**config.mk**
```make
export PLATFORM = sky130hd
export DESIGN_NAME = crc_frame_sched
export DESIGN_NICKNAME = d
export VERILOG_FILES = /design/src/rtl/crc_frame_pkg.sv /design/src/rtl/crc_code_three.sv /design/src/rtl/crc_frame_sched_rr_arbiter.sv /design/src/rtl/crc_frame_sched.sv
export SDC_FILE = /design/constraint.sdc
export NUM_CORES = 1
export LEC_CHECK = 0
export CAP_MARGIN = 10
export CORE_MARGIN = 10
export CORE_UTILIZATION = 50
export DETAILED_ROUTE_END_ITERATION = 8
export PLACE_DENSITY = 0.77
export SKIP_LAST_GASP = 1
export SYNTH_ARGS = -nofsm -noshare
export SYNTH_HDL_FRONTEND = slang
export SYNTH_SLANG_ARGS = --single-unit
```
**constraint.sdc**
```tcl
create_clock -name i_clk -period 9.4 [get_ports i_clk]
set_input_delay 1.41 -clock i_clk [delete_from_list [all_inputs] [get_ports i_clk]]
set_output_delay 1.41 -clock i_clk [all_outputs]
set_load 0.005 [all_outputs]
```
**src/rtl/crc_frame_pkg.sv**
```systemverilog
`default_nettype none
// ==========================================================================
// crc_frame_pkg : shared widths and FSM encoding for the CRC frame scheduler
// Revision      : 1.0
// ==========================================================================
package crc_frame_pkg;
  localparam int DATA_W = 3;
  localparam int CRC_W  = 4;
  localparam int CODE_W = 7;
  localparam int GAP_W  = 4;
  localparam int BIT_W  = 3;

  typedef enum logic [1:0] {
    IDLE  = 2'd0,
    SHIFT = 2'd1,
    GAP   = 2'd2
  } state_t;
endpackage
`default_nettype wire

```
**src/rtl/crc_code_three.sv**
```systemverilog
`default_nettype none
// ==========================================================================
// crc_code_three : combinational (7,3) CRC, generator x^4 + x^2 + x + 1
// Revision       : 1.0
// ==========================================================================
module crc_code_three
  import crc_frame_pkg::*;
(
  input  logic [DATA_W-1:0] i_data,
  output logic [CRC_W-1:0]  o_crc
);
  // Remainder of data*x^4; columns are x^6, x^5, x^4 mod g.
  assign o_crc[3] = i_data[2] ^ i_data[1];
  assign o_crc[2] = i_data[1] ^ i_data[0];
  assign o_crc[1] = i_data[2] ^ i_data[1] ^ i_data[0];
  assign o_crc[0] = i_data[2] ^ i_data[0];
endmodule
`default_nettype wire

```
**src/rtl/crc_frame_sched_rr_arbiter.sv**
```systemverilog
`default_nettype none
// ==========================================================================
// rr_arbiter : combinational round-robin pick starting at the pointer
// Revision   : 1.0
// ==========================================================================
module rr_arbiter #(
  parameter  int N_REQ = 4,
  localparam int SRC_W = $clog2(N_REQ)
) (
  input  logic [N_REQ-1:0] i_req,
  input  logic [SRC_W-1:0] i_ptr,
  output logic [N_REQ-1:0] o_gnt,
  output logic [SRC_W-1:0] o_idx,
  output logic             o_any
);
  logic [SRC_W:0] w_pos;
  logic           w_found;

  always_comb begin
    o_gnt   = '0;
    o_idx   = '0;
    o_any   = 1'b0;
    w_pos   = '0;
    w_found = 1'b0;
    for (int i = 0; i < N_REQ; i++) begin
      // One extra bit so ptr+i never overflows before the modulo wrap.
      w_pos = {1'b0, i_ptr} + (SRC_W+1)'(i);
      if (w_pos >= (SRC_W+1)'(N_REQ)) w_pos = w_pos - (SRC_W+1)'(N_REQ);
      if (!w_found && i_req[w_pos[SRC_W-1:0]]) begin
        w_found                  = 1'b1;
        o_idx                    = w_pos[SRC_W-1:0];
        o_gnt[w_pos[SRC_W-1:0]]  = 1'b1;
      end
    end
    o_any = w_found;
  end
endmodule
`default_nettype wire

```
**src/rtl/crc_frame_sched.sv**
```systemverilog
`default_nettype none
// ==========================================================================
// crc_frame_sched : round-robin (7,3) CRC frame builder with serial output
// Revision        : 1.0
// ==========================================================================
module crc_frame_sched
  import crc_frame_pkg::*;
#(
  parameter  int N_REQ   = 4,
  parameter  int GAP_CYC = 1,
  localparam int SRC_W   = $clog2(N_REQ)
) (
  input  logic                  i_clk,
  input  logic                  i_rst_n,
  input  logic                  i_en,
  input  logic [N_REQ-1:0]      i_req,
  input  logic [3*N_REQ-1:0]    i_data,
  output logic [N_REQ-1:0]      o_ack,
  output logic [CODE_W-1:0]     o_code,
  output logic                  o_code_valid,
  output logic [SRC_W-1:0]      o_code_src,
  output logic                  o_ser_data,
  output logic                  o_ser_valid,
  output logic                  o_ser_sof,
  output logic                  o_busy
);
  localparam logic [GAP_W-1:0] GAP_LAST = GAP_W'((GAP_CYC > 0) ? GAP_CYC - 1 : 0);

  state_t              state_q, state_d;
  logic [SRC_W-1:0]    ptr_q, ptr_d;
  logic [N_REQ-1:0]    ack_q, ack_d;
  logic [CODE_W-1:0]   code_q, code_d;
  logic                code_valid_q, code_valid_d;
  logic [SRC_W-1:0]    src_q, src_d;
  logic [CODE_W-1:0]   sreg_q, sreg_d;
  logic [BIT_W-1:0]    bit_q, bit_d;
  logic [GAP_W-1:0]    gap_q, gap_d;

  logic [N_REQ-1:0]    w_gnt;
  logic [SRC_W-1:0]    w_idx;
  logic                w_any;
  logic [DATA_W-1:0]   w_data;
  logic [CRC_W-1:0]    w_crc;

  rr_arbiter #(.N_REQ(N_REQ)) u_arb (
    .i_req (i_req),
    .i_ptr (ptr_q),
    .o_gnt (w_gnt),
    .o_idx (w_idx),
    .o_any (w_any)
  );

  always_comb begin
    w_data = '0;
    for (int k = 0; k < N_REQ; k++) begin
      if (w_gnt[k]) w_data = w_data | i_data[3*k +: 3];
    end
  end

  crc_code_three u_crc (
    .i_data (w_data),
    .o_crc  (w_crc)
  );

  always_comb begin
    state_d      = state_q;
    ptr_d        = ptr_q;
    ack_d        = '0;
    code_d       = code_q;
    code_valid_d = 1'b0;
    src_d        = src_q;
    sreg_d       = sreg_q;
    bit_d        = bit_q;
    gap_d        = gap_q;
    case (state_q)
      IDLE: begin
        if (i_en && w_any) begin
          ack_d        = w_gnt;
          code_valid_d = 1'b1;
          code_d       = {w_data, w_crc};
          src_d        = w_idx;
          sreg_d       = {w_data, w_crc};
          bit_d        = BIT_W'(CODE_W - 1);
          ptr_d        = (w_idx == SRC_W'(N_REQ - 1)) ? '0 : w_idx + SRC_W'(1);
          state_d      = SHIFT;
        end
      end
      SHIFT: begin
        sreg_d = {sreg_q[CODE_W-2:0], 1'b0};
        if (bit_q == '0) begin
          if (GAP_CYC > 0) begin
            state_d = GAP;
            gap_d   = GAP_LAST;
          end else begin
            state_d = IDLE;
          end
        end else begin
          bit_d = bit_q - BIT_W'(1);
        end
      end
      GAP: begin
        if (gap_q == '0) state_d = IDLE;
        else             gap_d   = gap_q - GAP_W'(1);
      end
      default: state_d = IDLE;
    endcase
  end

  always_ff @(posedge i_clk or negedge i_rst_n) begin
    if (!i_rst_n) begin
      state_q      <= IDLE;
      ptr_q        <= '0;
      ack_q        <= '0;
      code_q       <= '0;
      code_valid_q <= 1'b0;
      src_q        <= '0;
      sreg_q       <= '0;
      bit_q        <= '0;
      gap_q        <= '0;
    end else begin
      state_q      <= state_d;
      ptr_q        <= ptr_d;
      ack_q        <= ack_d;
      code_q       <= code_d;
      code_valid_q <= code_valid_d;
      src_q        <= src_d;
      sreg_q       <= sreg_d;
      bit_q        <= bit_d;
      gap_q        <= gap_d;
    end
  end

  // Serial outputs decode straight from flops so reset clears them at once.
  assign o_ser_valid  = (state_q == SHIFT);
  assign o_ser_data   = o_ser_valid & sreg_q[CODE_W-1];
  assign o_ser_sof    = o_ser_valid && (bit_q == BIT_W'(CODE_W - 1));
  assign o_busy       = (state_q != IDLE);
  assign o_ack        = ack_q;
  assign o_code       = code_q;
  assign o_code_valid = code_valid_q;
  assign o_code_src   = src_q;
endmodule
`default_nettype wire

```
* Yosys cells after proc, flatten, opt, wreduce, memory -nomap -nowiden
Cells that the tools add are included.
** Operators by class
- $add $sub $neg :: 10
- $lt $le $gt $ge :: 12
- Equality and inequality tests :: 9
- Mux-type cells :: 53
- Bitwise operators :: 11
- Reduce and logical (&&, ||, !) cells :: 23
** Operators by type and width (count)
- $mux W4 :: 8
- $mux W2 :: 12
- $mux W3 :: 6
- $mux W1 :: 14
- $pmux W7 S2 :: 1
- $lt A2 B3 Y1 const B :: 4
- $or A4 B4 Y4 :: 3
- $ge A3 B3 Y1 const B :: 3
- $logic_and A1 B1 Y1 :: 9
- $or A3 B3 Y3 :: 3
- $reduce_and A3 Y1 :: 3
- $bmux W1 S2 :: 4
- $demux W1 S2 :: 4
- $ge A2 B1 Y1 const B :: 4
- $ne A2 B2 Y1 const B :: 4
- $pmux W4 S2 :: 1
- $sub A2 B1 Y2 const B :: 4
- $mux W7 :: 1
- $add A2 B2 Y3 const B :: 2
- $pmux W2 S3 :: 1
- $pmux W3 S2 :: 1
- $reduce_bool A2 Y1 :: 3
- $eq A2 B2 Y1 const B :: 2
- $logic_not A4 Y1 :: 1
- 14 further kinds :: 20
** Word-level totals
- Register bits after elaboration :: 32
- Output and inout port bits :: 18
- Word-level logic and storage cells :: 127

* Depth between registers and ports, before layout
- Word-level depth :: 25
- Gate-level depth with buffers :: 14
- Mapped depth without buffers :: 11

* Hierarchy
From an unflattened synthesis, not the netlist that was laid out.
** Unflattened totals
- Cell total of the unflattened synthesis :: 175
- Area, all modules :: 1891.8 um2
** By module, submodules not included
- crc_frame_sched :: instances 1, cells each 126, area each 1420.1 um2, sequential area each 800.8 um2
- rr_arbiter :: instances 1, cells each 45, area each 421.7 um2, sequential area each 0.0 um2
- crc_code_three :: instances 1, cells each 4, area each 50.0 um2, sequential area each 0.0 um2

* Worst setup path after synthesis
No wires, ideal clock.
- Path type :: input -> register
- From :: in i_req[3]
- To :: reg sreg_q[1]
- Data arrival time :: 3.430 ns
- Data required time :: 9.274 ns
- Path slack :: 5.844 ns
- Stages :: 10
- Buffers on the path :: 2
- Path through :: buf_2 mux4_2 buf_6 a21oi_2 a22oi_2 a222oi_1 nand3_2 xnor2_2 mux2i_1 a221o_1
** Between the ends
- Cells in the longest elaborated chain, start to end :: 23
** RTL lines
- start: declaration :: RTL line crc_frame_sched.sv:16 : input logic [N_REQ-1:0] i_req,
- $bmux W1 S2 :: RTL line crc_frame_sched_rr_arbiter.sv:29 : if (!w_found && i_req[w_pos[SRC_W-1:0]]) begin
- $mux W1 (implied by the code) :: RTL line crc_frame_sched_rr_arbiter.sv:29
- $mux W1 :: RTL line crc_frame_sched_rr_arbiter.sv:29
- $logic_not A1 Y1 :: RTL line crc_frame_sched_rr_arbiter.sv:29
- $logic_and A1 B1 Y1 :: RTL line crc_frame_sched_rr_arbiter.sv:29
- $mux W1 :: RTL line crc_frame_sched_rr_arbiter.sv:29
- $logic_not A1 Y1 :: RTL line crc_frame_sched_rr_arbiter.sv:29
- $logic_and A1 B1 Y1 :: RTL line crc_frame_sched_rr_arbiter.sv:29
- [6 not listed]
- $mux W3 :: RTL line crc_frame_sched.sv:56 : if (w_gnt[k]) w_data = w_data | i_data[3*k +: 3];
- $or A3 B3 Y3 :: RTL line crc_frame_sched.sv:56
- $mux W3 :: RTL line crc_frame_sched.sv:56
- $or A3 B3 Y3 :: RTL line crc_frame_sched.sv:56
- $mux W3 :: RTL line crc_frame_sched.sv:56
- $xor A1 B1 Y1 (2 in series) :: RTL line crc_code_three.sv:15 : assign o_crc[1] = i_data[2] ^ i_data[1] ^ i_data[0];
- $mux W7 :: RTL line crc_frame_sched.sv:77 : if (i_en && w_any) begin
- $pmux W7 S2 :: RTL line crc_frame_sched.sv:75 : case (state_q)
- end signal: assignment :: RTL line crc_frame_sched.sv:127 : sreg_q <= sreg_d;
- end: declaration :: RTL line crc_frame_sched.sv:35 : logic [CODE_W-1:0] sreg_q, sreg_d;
Several ways; a longest one is shown, not always the timed one. The select of a mux whose other input is x is not followed.
A chain may end at the register's enable or synchronous reset.

* Worst setup path in the final report
- From :: in i_req[2]
- To :: reg sreg_q[1]
Same word-level chain as after synthesis.

==> flow_summary.ini <==
[status]
status = completed

[layout]
final_common_cell = clkdlybuf4s50_1
fin_area_um2 = 2530
syn_to_final_growth_pct = 22.8
fin_nets = 289
antenna_cells = 0
drive_gt1_frac = 0.0849
layout_common_cells = clkdlybuf4s50_1, nand2_1, dfrtp_1, nor2_1, inv_1

[logic_synthesis]
syn-num-nets = 256
synth_seq_area_share = 0.389
yosysWarnings = 0
async_flop_share = 1.00
syn_inst = 225
synth_cell_type_count = 44
syn_area_per_cell_um2 = 9.16
synth_edf_count = 0
netlist_area_um2 = 2060
synth_seq_cells = 32
synth_flop_cell = dfrtp_1

[place]
io_buffers = 36
placed_area_um2 = 2440
dpl.hpwl_mm = 3.51
gp_congestion = 0.856

[critical_path]
rr_endpoint = sreg_q[1]
r2r_setup_slack_ns = 5.58
critPathKind = in -> reg
start_kind = primary input
cp.arrival_ns = 4.19
endpoint_kind = register
reg2reg_depth = 10
required_ns = 9.56
crit_fanout = 11

[sta]
max_freq_ghz = 0.248
worst_clock_skew_ns = 0.00465
tightest_slew_ns = 0.832
report.final.hold_viol_count = 0
drv_slew = 0
finalSetupViolCount = 0
rsz0062_at_grt = false
finalCritPeriodShare = 0.429
layout_min_cycle_time_ns = 4.03
maxSlewHeadroom = 0.443
tns_ns = 0

[routing]
ant_nets = 0
first_iter_violations = 133
first_pass_iters = 4
wirelength_mm = 4.65
avgRoutedWirePerCell_um = 15.1
route.detailed.drc = 0
via_count = 1729
vias_per_cell = 5.60

[power]
intPower_uw = 503
p_clk_frac = 0.122
seqPwrFrac = 0.272
p_total_uw = 875
power.switching_uw = 372
powerDensity_nw_per_um2 = 346
vdd_drop_max_mv = 0.197
swShare = 0.425
leakage_uw = 0.00117
p_comb_frac = 0.605

[floorplan]
core_area_um2 = 4000
fp.dieH_um = 84.2
start_util = 0.515
io_pins = 37
num_rows = 23
fp.dieW_um = 84.2
die_area_um2 = 7090

[global_route]
grt_pass1_wl_mm = 8.00
grt_overflow = 0
grt_antenna_before_repair = 0
grt_pass1_vias = 1706
grtUsageTotal = 0.133
grt_max_degree = 33

[clock_tree]
clk_latency_ns = 0.28
clock_sinks = 32
post_cts_buffers = 0
clkTransAtPathRegs_ns = 0.06
root_buffer = clkbuf_8
cts_resized = 0
cts_tree = done
cts_made_buffers = 5
ctsHoldBuffers = 0
cts-htree-levels = 2
cts.path.max_buffers = 2

[job]
maxCapViolCount = 0

[hold_path]
hold_depth = 2
worstHoldStart = o_code[0]
hp-class = reg -> reg
hold_end = o_code[0]
how the worst max path moves through the flow:
stage                     startpoint         to  slack [ns]  cells after the start
after global routing        i_req[3]  sreg_q[1]        5.21                      9
final                       i_req[2]  sreg_q[1]        5.37                      9
after global placement      i_req[3]  sreg_q[1]        5.14                      9
after detailed placement    i_req[3]  sreg_q[1]        5.09                      9
after floorplan             i_req[3]  sreg_q[1]        5.84                     10
after CTS                   i_req[2]  sreg_q[1]        5.36                      9
power by group through the flow:
stage | clock network (uW) | logic [uW] | registers [uW]
after global routing | 116 | 598 | 247
after detailed placement | 0 | 532 | 239
after floorplan | 0 | 392 | 224
after global placement | 0 | 521 | 239
final | 107 | 529 | 238
after CTS | 108 | 535 | 238
worst max-delay path, stage by stage:
cell and delay [ns]:
clkdlybuf4s50_1 0.57, mux4_2 0.65, a211oi_1 0.29, o41ai_2 0.14, a222oi_1 0.30, nand3_2 0.20
xnor2_2 0.22, mux2i_1 0.13, a221o_1 0.27
Yosys cell counts, drive strengths merged, types with 2 or more instances:
| master | instances | area share |
|---|---|---|
| a211oi | 2 | 0.0097 |
| a21o | 2 | 0.0073 |
| a21oi | 8 | 0.021 |
| a221o | 2 | 0.0097 |
| a222oi | 2 | 0.0097 |
| a22oi | 9 | 0.035 |
| and2 | 2 | 0.0061 |
| buf | 7 | 0.023 |
| clkbuf | 5 | 0.0091 |
| dfrtp | 32 | 0.39 |
| ha | 12 | 0.073 |
| inv | 17 | 0.031 |
| mux2i | 4 | 0.019 |
| mux4 | 4 | 0.044 |
| nand2 | 35 | 0.064 |
| nand2b | 4 | 0.012 |
| nand3 | 5 | 0.017 |
| nand3b | 2 | 0.0073 |
| nor2 | 24 | 0.044 |
| nor3 | 6 | 0.015 |
| nor3b | 2 | 0.0073 |
| o211ai | 3 | 0.011 |
| o21ai | 10 | 0.024 |
| o311ai | 2 | 0.0085 |
| o31ai | 2 | 0.0073 |
| o41ai | 2 | 0.016 |
| or3 | 3 | 0.0091 |
| xnor2 | 7 | 0.033 |
kinds of logic (layout without fill, tap and decap cells):
kind of cell,after synthesis,after routing,synth area share
flip-flops,32,32,0.389
multiplexers,8,8,0.0631
XOR/XNOR,7,7,0.0334
AND/OR/NAND/NOR,88,88,0.197
buffers and inverters,29,63,0.0631
adder cells (fa/ha/maj),12,12,0.0729
AO/OA/AOI/OAI,49,49,0.182
layout make-up:
class	count	area, um2
Clock buffer	8	90.1
Fill cell	360	1470
Inverter	17	63.8
Multi-Input combinational cell	164	1140
Sequential cell	32	801
Tap cell	50	62.6
Timing Repair Buffer	38	375
sequential cells by signal (all words and copies together) (netlist names), named ones only:
signal and count:
ptr_q 1, o_code_src 2, bit_q 3, o_code_valid 1, sreg_q 7, o_ack 4
state_q 2, o_code 7, gap_q 4
stage by stage:
step / utilization / hold WS, ns / cells / setup slack, ns
after floorplan: - / 0.450 / 225 / 5.84
after global placement: 0.610 / 0.461 / 301 / 5.14
after detailed placement: 0.610 / 0.462 / 301 / 5.09
after CTS: 0.632 / 0.477 / 309 / 5.36
after global routing: 0.632 / 0.507 / 309 / 5.21
final: 0.632 / 0.472 / 309 / 5.37
layer usage:
layer  routed length (um)  track usage
met3                  257       0.0406
met2                 2180        0.216
met4                   73       0.0457
met1                 2140        0.163
met5                    0            0
No activity file was read; power rests on OpenSTA's default activity.
